===== config.mk =====
export PLATFORM = sky130hd
export DESIGN_NAME = d8_fetch_seq_flat
export DESIGN_NICKNAME = d
export VERILOG_FILES = /design/src/rtl/d8_fetch_seq_if.sv /design/src/rtl/d8_fetch_seq.sv /design/src/flat_wrapper.sv
export SDC_FILE = /design/constraint.sdc
export NUM_CORES = 1
export LEC_CHECK = 0
export ABC_AREA = 1
export CAP_MARGIN = 20
export CORE_AREA = 8 8 88 90
export DETAILED_ROUTE_END_ITERATION = 8
export DIE_AREA = 0 0 96 98
export GPL_TIMING_DRIVEN = 0
export HOLD_SLACK_MARGIN = 0.1
export PLACE_DENSITY = 0.75
export SLEW_MARGIN = 25
export SYNTH_ARGS = -nofsm -noshare
export SYNTH_HDL_FRONTEND = slang
export SYNTH_SLANG_ARGS = --single-unit

===== constraint.sdc =====
create_clock -name sys_clk -period 3.42 [get_ports sys_clk]
set_input_delay 0.342 -clock sys_clk [delete_from_list [all_inputs] [get_ports sys_clk]]
set_output_delay 0.342 -clock sys_clk [all_outputs]
set_load 0.02 [all_outputs]

===== src/rtl/d8_fetch_seq_if.sv =====
// d8_fetch_seq_if: bus bundle between the fetch sequencer, the PC counter,
// instruction memory and decode. "master" is the sequencer side.
interface d8_fetch_seq_if #(
  parameter int IW = 32
);
  logic          start;
  logic          halt;
  logic [7:0]    pc_in;
  logic          pc_load;
  logic          pc_dir;
  logic [7:0]    pc_din;
  logic          imem_req;
  logic [7:0]    imem_addr;
  logic          imem_ack;
  logic [IW-1:0] imem_data;
  logic          instr_valid;
  logic          instr_ready;
  logic [IW-1:0] instr_data;
  logic [7:0]    instr_pc;
  logic          br_req;
  logic [1:0]    br_type;
  logic [7:0]    br_target;
  logic          br_ack;
  logic          busy;
  logic          err;

  modport master (
    input  start, halt, pc_in, imem_ack, imem_data, instr_ready,
           br_req, br_type, br_target,
    output pc_load, pc_dir, pc_din, imem_req, imem_addr, instr_valid,
           instr_data, instr_pc, br_ack, busy, err
  );

  modport slave (
    output start, halt, pc_in, imem_ack, imem_data, instr_ready,
           br_req, br_type, br_target,
    input  pc_load, pc_dir, pc_din, imem_req, imem_addr, instr_valid,
           instr_data, instr_pc, br_ack, busy, err
  );
endinterface


===== src/rtl/d8_fetch_seq.sv =====
// d8_fetch_seq: fetch sequencer for the dumb8 8-bit program counter.
// Drives the free-running +4 counter (load to hold), fetches from imem,
// presents instructions to decode and applies jump/relative/call/return.
// Build option: define D8_FETCH_CALL_STACK_EN to enable the return-address
// stack; without it a call acts as a plain jump and any return is a fault.
//
// state    | meaning
// ---------+------------------------------------------------------------
// S_IDLE   | out of reset, waiting for start
// S_LOAD   | counter settling after a load or a +4 step
// S_FETCH  | imem read outstanding at pc_in
// S_ISSUE  | instruction offered to decode, redirects accepted here
// S_HALTED | stopped on an instruction boundary, waiting for start
// S_ERR    | return-stack underflow, left only by reset
module d8_fetch_seq #(
  parameter logic [7:0] RESET_VECTOR = 8'h00,
  parameter int         IW           = 32,
  parameter int         RAS_DEPTH    = 4
) (
  input logic            sys_clk,
  input logic            sys_rst_n,
  d8_fetch_seq_if.master bus
);

  typedef enum logic [2:0] {
    S_IDLE   = 3'd0,
    S_LOAD   = 3'd1,
    S_FETCH  = 3'd2,
    S_ISSUE  = 3'd3,
    S_HALTED = 3'd4,
    S_ERR    = 3'd5
  } state_t;

  state_t        state_q, state_d;
  logic [IW-1:0] instr_data_q;
  logic [7:0]    instr_pc_q;
  logic          err_q;

  logic          pc_load;
  logic [7:0]    pc_din;
  logic          br_ack;
  logic          capture;
  logic          err_set;

`ifdef D8_FETCH_CALL_STACK_EN
  localparam int SPW = (RAS_DEPTH > 1) ? $clog2(RAS_DEPTH) : 1;

  logic [7:0]     ras_q [RAS_DEPTH];
  logic [SPW-1:0] ras_sp_q;
  logic [SPW:0]   ras_cnt_q;
  logic [SPW-1:0] ras_top_idx;
  logic [7:0]     ras_top;
  logic           ras_push;
  logic           ras_pop;

  // sp points at the next free slot, so the newest entry sits one below it
  assign ras_top_idx = ras_sp_q - SPW'(1);
  assign ras_top     = ras_q[ras_top_idx];
`else
  logic unused_ras;
  assign unused_ras = (RAS_DEPTH != 0);
`endif

  // Next-state and counter control; the counter steps unless loaded, so
  // every cycle that must not move the PC reloads pc_in.
  always_comb begin
    state_d = state_q;
    pc_load = 1'b0;
    pc_din  = 8'h00;
    br_ack  = 1'b0;
    capture = 1'b0;
    err_set = 1'b0;
`ifdef D8_FETCH_CALL_STACK_EN
    ras_push = 1'b0;
    ras_pop  = 1'b0;
`endif
    case (state_q)
      S_IDLE: begin
        if (bus.start) begin
          pc_load = 1'b1;
          pc_din  = RESET_VECTOR;
          state_d = S_LOAD;
        end
      end
      S_LOAD: begin
        pc_load = 1'b1;
        pc_din  = bus.pc_in;
        state_d = S_FETCH;
      end
      S_FETCH: begin
        pc_load = 1'b1;
        pc_din  = bus.pc_in;
        if (bus.imem_ack) begin
          capture = 1'b1;
          state_d = S_ISSUE;
        end
      end
      S_ISSUE: begin
        pc_load = 1'b1;
        pc_din  = bus.pc_in;
        if (bus.br_req) begin
          br_ack  = 1'b1;
          state_d = S_LOAD;
          case (bus.br_type)
            2'b00: pc_din = bus.br_target;
            2'b01: pc_din = bus.pc_in + bus.br_target;
            2'b10: begin
              pc_din = bus.br_target;
`ifdef D8_FETCH_CALL_STACK_EN
              ras_push = 1'b1;
`endif
            end
            default: begin
`ifdef D8_FETCH_CALL_STACK_EN
              if (ras_cnt_q == '0) begin
                err_set = 1'b1;
                state_d = S_ERR;
              end else begin
                pc_din  = ras_top;
                ras_pop = 1'b1;
              end
`else
              err_set = 1'b1;
              state_d = S_ERR;
`endif
            end
          endcase
        end else if (bus.instr_ready) begin
          if (bus.halt) begin
            state_d = S_HALTED;
          end else begin
            pc_load = 1'b0;
            state_d = S_LOAD;
          end
        end
      end
      S_HALTED: begin
        // The halting instruction was already consumed, so resume by
        // stepping past it; the counter value is ready for FETCH next cycle.
        if (bus.start) begin
          pc_load = 1'b0;
          pc_din  = bus.pc_in;
          state_d = S_FETCH;
        end else begin
          pc_load = 1'b1;
          pc_din  = bus.pc_in;
        end
      end
      S_ERR: begin
        pc_load = 1'b1;
        pc_din  = bus.pc_in;
      end
      default: begin
        state_d = S_IDLE;
      end
    endcase
  end

  // FSM state, captured instruction and sticky fault flag.
  always_ff @(posedge sys_clk or negedge sys_rst_n) begin
    if (!sys_rst_n) begin
      state_q      <= S_IDLE;
      instr_data_q <= '0;
      instr_pc_q   <= 8'h00;
      err_q        <= 1'b0;
    end else begin
      state_q <= state_d;
      if (capture) begin
        instr_data_q <= bus.imem_data;
        instr_pc_q   <= bus.pc_in;
      end
      if (err_set) begin
        err_q <= 1'b1;
      end
    end
  end

`ifdef D8_FETCH_CALL_STACK_EN
  // Stack pointer and fill count; a push on a full stack wraps and
  // overwrites the oldest entry while the count stays saturated.
  always_ff @(posedge sys_clk or negedge sys_rst_n) begin
    if (!sys_rst_n) begin
      ras_sp_q  <= '0;
      ras_cnt_q <= '0;
    end else if (ras_push) begin
      ras_sp_q <= ras_sp_q + SPW'(1);
      if (ras_cnt_q != (SPW+1)'(RAS_DEPTH)) begin
        ras_cnt_q <= ras_cnt_q + (SPW+1)'(1);
      end
    end else if (ras_pop) begin
      ras_sp_q  <= ras_sp_q - SPW'(1);
      ras_cnt_q <= ras_cnt_q - (SPW+1)'(1);
    end
  end

  // Return-address storage; contents need no reset since count gates use.
  always_ff @(posedge sys_clk) begin
    if (ras_push) begin
      ras_q[ras_sp_q] <= bus.pc_in + 8'd4;
    end
  end
`endif

  assign bus.pc_load     = pc_load;
  assign bus.pc_dir      = 1'b1;
  assign bus.pc_din      = pc_din;
  assign bus.imem_req    = (state_q == S_FETCH);
  assign bus.imem_addr   = (state_q == S_FETCH) ? bus.pc_in : 8'h00;
  assign bus.instr_valid = (state_q == S_ISSUE);
  assign bus.instr_data  = instr_data_q;
  assign bus.instr_pc    = instr_pc_q;
  assign bus.br_ack      = br_ack;
  assign bus.busy        = (state_q == S_LOAD) || (state_q == S_FETCH) ||
                           (state_q == S_ISSUE);
  assign bus.err         = err_q;

endmodule


===== src/flat_wrapper.sv =====
// flat-port wrapper written by rule: the top's interface ports become plain ports
module d8_fetch_seq_flat 
#(
  parameter logic [7:0] RESET_VECTOR = 8'h00,
  parameter int         IW           = 32,
  parameter int         RAS_DEPTH    = 4
)
  (sys_clk, sys_rst_n, bus_start, bus_halt, bus_pc_in, bus_imem_ack, bus_imem_data, bus_instr_ready, bus_br_req, bus_br_type, bus_br_target, bus_pc_load, bus_pc_dir, bus_pc_din, bus_imem_req, bus_imem_addr, bus_instr_valid, bus_instr_data, bus_instr_pc, bus_br_ack, bus_busy, bus_err);
  d8_fetch_seq_if #(.IW(IW)) bus_i ();
  input logic sys_clk;
  input logic sys_rst_n;
  input wire logic [$bits(bus_i.start)-1:0] bus_start;
  input wire logic [$bits(bus_i.halt)-1:0] bus_halt;
  input wire logic [$bits(bus_i.pc_in)-1:0] bus_pc_in;
  input wire logic [$bits(bus_i.imem_ack)-1:0] bus_imem_ack;
  input wire logic [$bits(bus_i.imem_data)-1:0] bus_imem_data;
  input wire logic [$bits(bus_i.instr_ready)-1:0] bus_instr_ready;
  input wire logic [$bits(bus_i.br_req)-1:0] bus_br_req;
  input wire logic [$bits(bus_i.br_type)-1:0] bus_br_type;
  input wire logic [$bits(bus_i.br_target)-1:0] bus_br_target;
  output wire logic [$bits(bus_i.pc_load)-1:0] bus_pc_load;
  output wire logic [$bits(bus_i.pc_dir)-1:0] bus_pc_dir;
  output wire logic [$bits(bus_i.pc_din)-1:0] bus_pc_din;
  output wire logic [$bits(bus_i.imem_req)-1:0] bus_imem_req;
  output wire logic [$bits(bus_i.imem_addr)-1:0] bus_imem_addr;
  output wire logic [$bits(bus_i.instr_valid)-1:0] bus_instr_valid;
  output wire logic [$bits(bus_i.instr_data)-1:0] bus_instr_data;
  output wire logic [$bits(bus_i.instr_pc)-1:0] bus_instr_pc;
  output wire logic [$bits(bus_i.br_ack)-1:0] bus_br_ack;
  output wire logic [$bits(bus_i.busy)-1:0] bus_busy;
  output wire logic [$bits(bus_i.err)-1:0] bus_err;
  assign bus_i.start = bus_start;
  assign bus_i.halt = bus_halt;
  assign bus_i.pc_in = bus_pc_in;
  assign bus_i.imem_ack = bus_imem_ack;
  assign bus_i.imem_data = bus_imem_data;
  assign bus_i.instr_ready = bus_instr_ready;
  assign bus_i.br_req = bus_br_req;
  assign bus_i.br_type = bus_br_type;
  assign bus_i.br_target = bus_br_target;
  assign bus_pc_load = bus_i.pc_load;
  assign bus_pc_dir = bus_i.pc_dir;
  assign bus_pc_din = bus_i.pc_din;
  assign bus_imem_req = bus_i.imem_req;
  assign bus_imem_addr = bus_i.imem_addr;
  assign bus_instr_valid = bus_i.instr_valid;
  assign bus_instr_data = bus_i.instr_data;
  assign bus_instr_pc = bus_i.instr_pc;
  assign bus_br_ack = bus_i.br_ack;
  assign bus_busy = bus_i.busy;
  assign bus_err = bus_i.err;
  d8_fetch_seq #(.RESET_VECTOR(RESET_VECTOR), .IW(IW), .RAS_DEPTH(RAS_DEPTH)) u_core (.sys_clk(sys_clk), .sys_rst_n(sys_rst_n), .bus(bus_i));
endmodule

# ---- After elaboration in Yosys (flattened, before gate mapping)
# Index checks and enable logic that the tools add are counted.
dict set report classes {
  muxes 25
  bitwise 1
  n_reduce_logical 9
  eq_ne 11
  addsub 1
}
# cell count
set ops {}
lappend ops {{$pmux W8 S2} 2}
lappend ops {{$mux W3} 7}
lappend ops {{$pmux W3 S6} 1}
lappend ops {{$mux W8} 2}
lappend ops {{$mux W1} 12}
lappend ops {{$add A8 B8 Y8} 1}
lappend ops {{$eq A3 B2 Y1 const B} 2}
lappend ops {{$eq A3 B3 Y1 const B} 2}
lappend ops {{$ne A2 B2 Y1 const B} 3}
lappend ops {{$reduce_or A3 Y1} 2}
lappend ops {{$reduce_and A5 Y1} 1}
lappend ops {{$pmux W1 S4} 1}
lappend ops {{$reduce_or A4 Y1} 1}
lappend ops {{$eq A3 B1 Y1 const B} 1}
lappend ops {{$logic_not A3 Y1} 1}
lappend ops {{$ne A3 B3 Y1 const B} 1}
lappend ops {{$eq A2 B1 Y1 const B} 1}
lappend ops {{$eq A2 B2 Y1 const B} 1}
lappend ops {{$logic_not A2 Y1} 1}
lappend ops {{$logic_or A1 B1 Y1} 2}
lappend ops {{$reduce_or A2 Y1} 1}
lappend ops {{$not A1 Y1} 1}
dict set report word_totals {
  elab_cells 51
  in_bits 57
  register_bits 44
  output_inout_bits 63
}

# ---- Depth between registers and ports, before layout
dict set report depth {
  word_depth 5
  ltp_mapped 11
  ltp_nobuf 11
}

# ---- Worst setup path before layout
# Ideal clock, no wire load.
dict set report synth_timing {
  kind {flip-flop to output port}
  from {register u_core.state_q[2]}
  to {output port bus_pc_din[6]}
  path_buffers 0
  slack_ns 1.357
  arrival_ns 1.721
  required_ns 3.078
  path_stages_with_launch 8
  path_cell_list {dfrtp_1 > inv_2 > nand2_4 > nor2_2 > inv_1 > nor2_1 > nand2_1 > nand2_1}
}
dict set report synth_via {
  elab_cells_between_ends 7
  cone_classes {5 x eq/ne; 1 x mux; 1 x reduce/logical}
}
# item line_no
set synth_lines {}
lappend synth_lines {{start: declaration} d8_fetch_seq.sv:34} ;# state_t state_q, state_d;
lappend synth_lines {{start signal: assignment} d8_fetch_seq.sv:167} ;# state_q <= state_d;
lappend synth_lines {{$eq A3 B2 Y1} --}
lappend synth_lines {{via bus_instr_valid} flat_wrapper.sv:26} ;# output wire logic [$bits(bus_i.instr_valid)-1:0] bus_instr_valid;
lappend synth_lines {{$pmux W8 S2} d8_fetch_seq.sv:77} ;# case (state_q)
lappend synth_lines {{end: declaration} flat_wrapper.sv:23} ;# output wire logic [$bits(bus_i.pc_din)-1:0] bus_pc_din;
# The timed path passes the listed nets, and every way through them passes these cells.

# ---- Worst setup path after layout
dict set report layout_timing {
  from {input port bus_pc_in[0]}
  to {output port bus_pc_din[4]}
}
dict set report layout_via {
  elab_chain_cells 4
}
# item line_no
set layout_lines {}
lappend layout_lines {{start: declaration} flat_wrapper.sv:14} ;# input wire logic [$bits(bus_i.pc_in)-1:0] bus_pc_in;
lappend layout_lines {{$add A8 B8 Y8} d8_fetch_seq.sv:106} ;# 2'b01: pc_din = bus.pc_in + bus.br_target;
lappend layout_lines {{$pmux W8 S2} d8_fetch_seq.sv:104} ;# case (bus.br_type)
lappend layout_lines {{$mux W8} d8_fetch_seq.sv:101} ;# if (bus.br_req) begin
lappend layout_lines {{$pmux W8 S2} d8_fetch_seq.sv:77}
# Every way passes these cells.

==> results.json <==
{
  "status": "completed",
  "wl_um": 6980,
  "final_common_cell": "clkdlybuf4s50_1",
  "layout_common_cells": "clkdlybuf4s50_1, nand2_1, dfrtp_1",
  "synth_cell_types": 34,
  "grt_max_degree": 25,
  "vias_per_cell": 4.84,
  "drtIter0Drc": 53,
  "antenna_found_initial": 0,
  "rsz0062_at_grt": "no",
  "clockPowerShare_pct": 9.2,
  "powerDensity_nw_per_um2": 855,
  "drive_above_1_share_pct": 15.4,
  "postCtsHoldBufs": 1,
  "synth-edff-count": 0,
  "drc": 0,
  "finalNetCount": 455,
  "power_leakage_nw": 1.74,
  "placed_area_um2": 3730,
  "critPathArrivalTime_ns": 2.64,
  "p_sw_w": 0.00133,
  "fillers": 584,
  "setup.worst_path.class": "in -> out",
  "start_util_pct": 37.6,
  "hp-start": "bus_br_req",
  "design_area_um2": 3810,
  "syn_nets": 330,
  "min_period_over_period_pct": 87.3,
  "groute.usage.overall_pct": 14.7,
  "slew_headroom_pct": 58.3,
  "cts_buffer_depth": 2,
  "synth_warnings": 0,
  "grt-ovfl-total": 0,
  "postRouteAntennaNets": 0,
  "p_int_w": 0.00193,
  "grt_first_pass_wirelength_um": 11200,
  "layout_setup_ws_ns": 0.435,
  "combPwrFrac_pct": 62.3,
  "rr_endpoint": "u_core.bus.instr_data[29]",
  "n_antenna_cell": 0,
  "grt_pass1_vias": 2210,
  "p_seq_share_pct": 28.5,
  "ioPinCount": 120,
  "clock-sinks": 44,
  "start_kind": "input port",
  "cts_tree": "built",
  "final-max-slew-violation-count": 0,
  "drtPass1Iterations": 4,
  "total_power_w": 0.00326,
  "dieArea_um2": 9410,
  "p_sw_share_pct": 40.9,
  "rrSetupSlack_ns": 1.83,
  "period_minus_slack_ns": 2.98,
  "ys.flop_type": "dfrtp_1",
  "die_x_um": 96,
  "timing.rr.start": "u_core.state_q[2]",
  "clockRootBuffer": "clkbuf_8",
  "finalHoldViolCount": 0,
  "clk-insertion-delay-late_ns": 0.29,
  "area_growth_pct": 56.1,
  "synthArstFlopShare_pct": 100,
  "worst_slew_pin_slew_ns": 0.623,
  "fp-row-count": 30,
  "yosys_register_bits": 44,
  "dp_slack_ns": 0.451,
  "dp_hpwl_um": 5670,
  "numCtsBuffers": 5,
  "coreArea_um2": 6490,
  "post_cts_resized": 0,
  "holdPathEnd": "u_core.bus.err",
  "hold_path_class": "in -> reg",
  "clock_skew_ns": 0.00377,
  "cap_violations": 0,
  "synthCells": 265,
  "syn_avg_cell_area_um2": 9.22,
  "max_freq_mhz": 335,
  "ir_drop_mv": 0.409,
  "setup_viol": 0,
  "netlist_area_um2": 2440,
  "io_buffers": 116,
  "chipHeight_um": 98,
  "whs_path_depth": 2,
  "cts-htree-levels": 2,
  "r2r_cells": 7,
  "finalWeightedCongestion": 0.890,
  "seq_area_frac_synth_pct": 45.1,
  "vias": 2276,
  "clk_pin_slew_worst_paths_ns": 0.07,
  "routedWlPerCell_um": 14.8,
  "worst_setup_path_end_kind": "output port",
  "critPathMaxFanout": 3,
  "post-cts-setup-buffers": 0,
  "final.setup.tns_ns": 0,
  "worstPathRequired_ns": 3.08
}
==> layer usage <==
metal	track usage (%)	part of all wire, %	vias to the layer above
li1	-	-	1121
met1	18.1	43	1067
met2	24.3	49	80
met3	3.68	6.9	8
met4	4.38	1.4	0
met5	0	0	-
==> power groups by stage <==
stage               clock, W  combinational, W  sequential (W)
finish              0.000301           0.00203        0.000930
global route        0.000340           0.00216        0.000964
CTS                 0.000313           0.00206        0.000930
detailed placement         0           0.00205        0.000940
global placement           0           0.00203        0.000924
floorplan                  0          0.000788         0.00123
==> stage by stage <==
step           utilization (%)  hold WS [ns]  std cells
2_1_floorplan                -        0.0464        265
3_3_place_gp              57.1         0.454        461
3_5_place_dp              57.4         0.358        462
4_1_cts                   58.7         0.440        470
5_1_grt                   58.7         0.442        470
6_report                  58.7         0.441        470
==> cell usage after synthesis (2+ instances only) <==
| library cell | instances | area, um^2 |
|---|---|---|
| o221ai_1 | 2 | 17.5 |
| o21ai_0 | 21 | 105 |
| inv_1 | 30 | 113 |
| dfrtp_1 | 44 | 1100 |
| nand3_1 | 14 | 70.1 |
| o22ai_1 | 2 | 12.5 |
| or2_2 | 4 | 25.0 |
| ha_1 | 7 | 87.6 |
| mux2_4 | 4 | 60.1 |
| buf_2 | 4 | 20.0 |
| nand2_1 | 52 | 195 |
| buf_6 | 2 | 22.5 |
| nor2_1 | 18 | 67.6 |
| nor3_1 | 2 | 10.0 |
| nand4_1 | 2 | 12.5 |
| a21oi_1 | 12 | 60.1 |
| mux2_2 | 28 | 315 |
==> flip-flops by register name, summed over array words and instances, names as in the netlist <==
register               cells
u_core.bus.err             1
u_core.bus.instr_data     32
u_core.bus.instr_pc        8
u_core.state_q             3
==> final cells by class <==
cell class / count / area (um^2) / share of cell area [%]
buffer: 8 / 55.1 / 1.44
clock buffer: 6 / 72.6 / 1.90
clock inverter: 1 / 5.00 / 0.131
inverter: 32 / 120 / 3.15
multi-input combinational: 181 / 1170 / 30.6
sequential: 44 / 1100 / 28.9
tap: 80 / 100 / 2.62
timing repair buffer: 118 / 1190 / 31.3
==> cells by family after synthesis <==
| group | share of synthesized area [%] |
|---|---|
| simple gates | 17.4 |
| other cells | 0.153 |
| mux | 15.4 |
| compound gates | 9.78 |
| xor+xnor | 0.717 |
| flops | 45.1 |
| buf+inv | 7.17 |
| fa+ha+maj | 4.40 |
==> how the worst max path moves through the flow <==
stage	end	start	cells after the start	slack, ns
after CTS	bus_pc_din[4]	bus_pc_in[0]	11	0.43
after detailed placement	bus_pc_din[4]	bus_pc_in[0]	11	0.45
after floorplan	bus_pc_din[6]	u_core.state_q[2]	7	1.36
after global placement	bus_pc_din[4]	bus_pc_in[0]	11	0.44
final	bus_pc_din[4]	bus_pc_in[0]	11	0.44
after global routing	bus_pc_din[4]	bus_br_target[0]	11	0.30
==> worst max-delay path, cell delays in order <==
cell	delay, ns
clkdlybuf4s50_1	0.45
ha_1	0.24
fa_1	0.42
nand3_1	0.13
nand3_1	0.08
nand2_1	0.07
o22ai_1	0.08
nand2_1	0.07
nand2_1	0.04
o21ai_0	0.07
clkdlybuf4s50_1	0.64
Power figures use the tool's default switching activity.
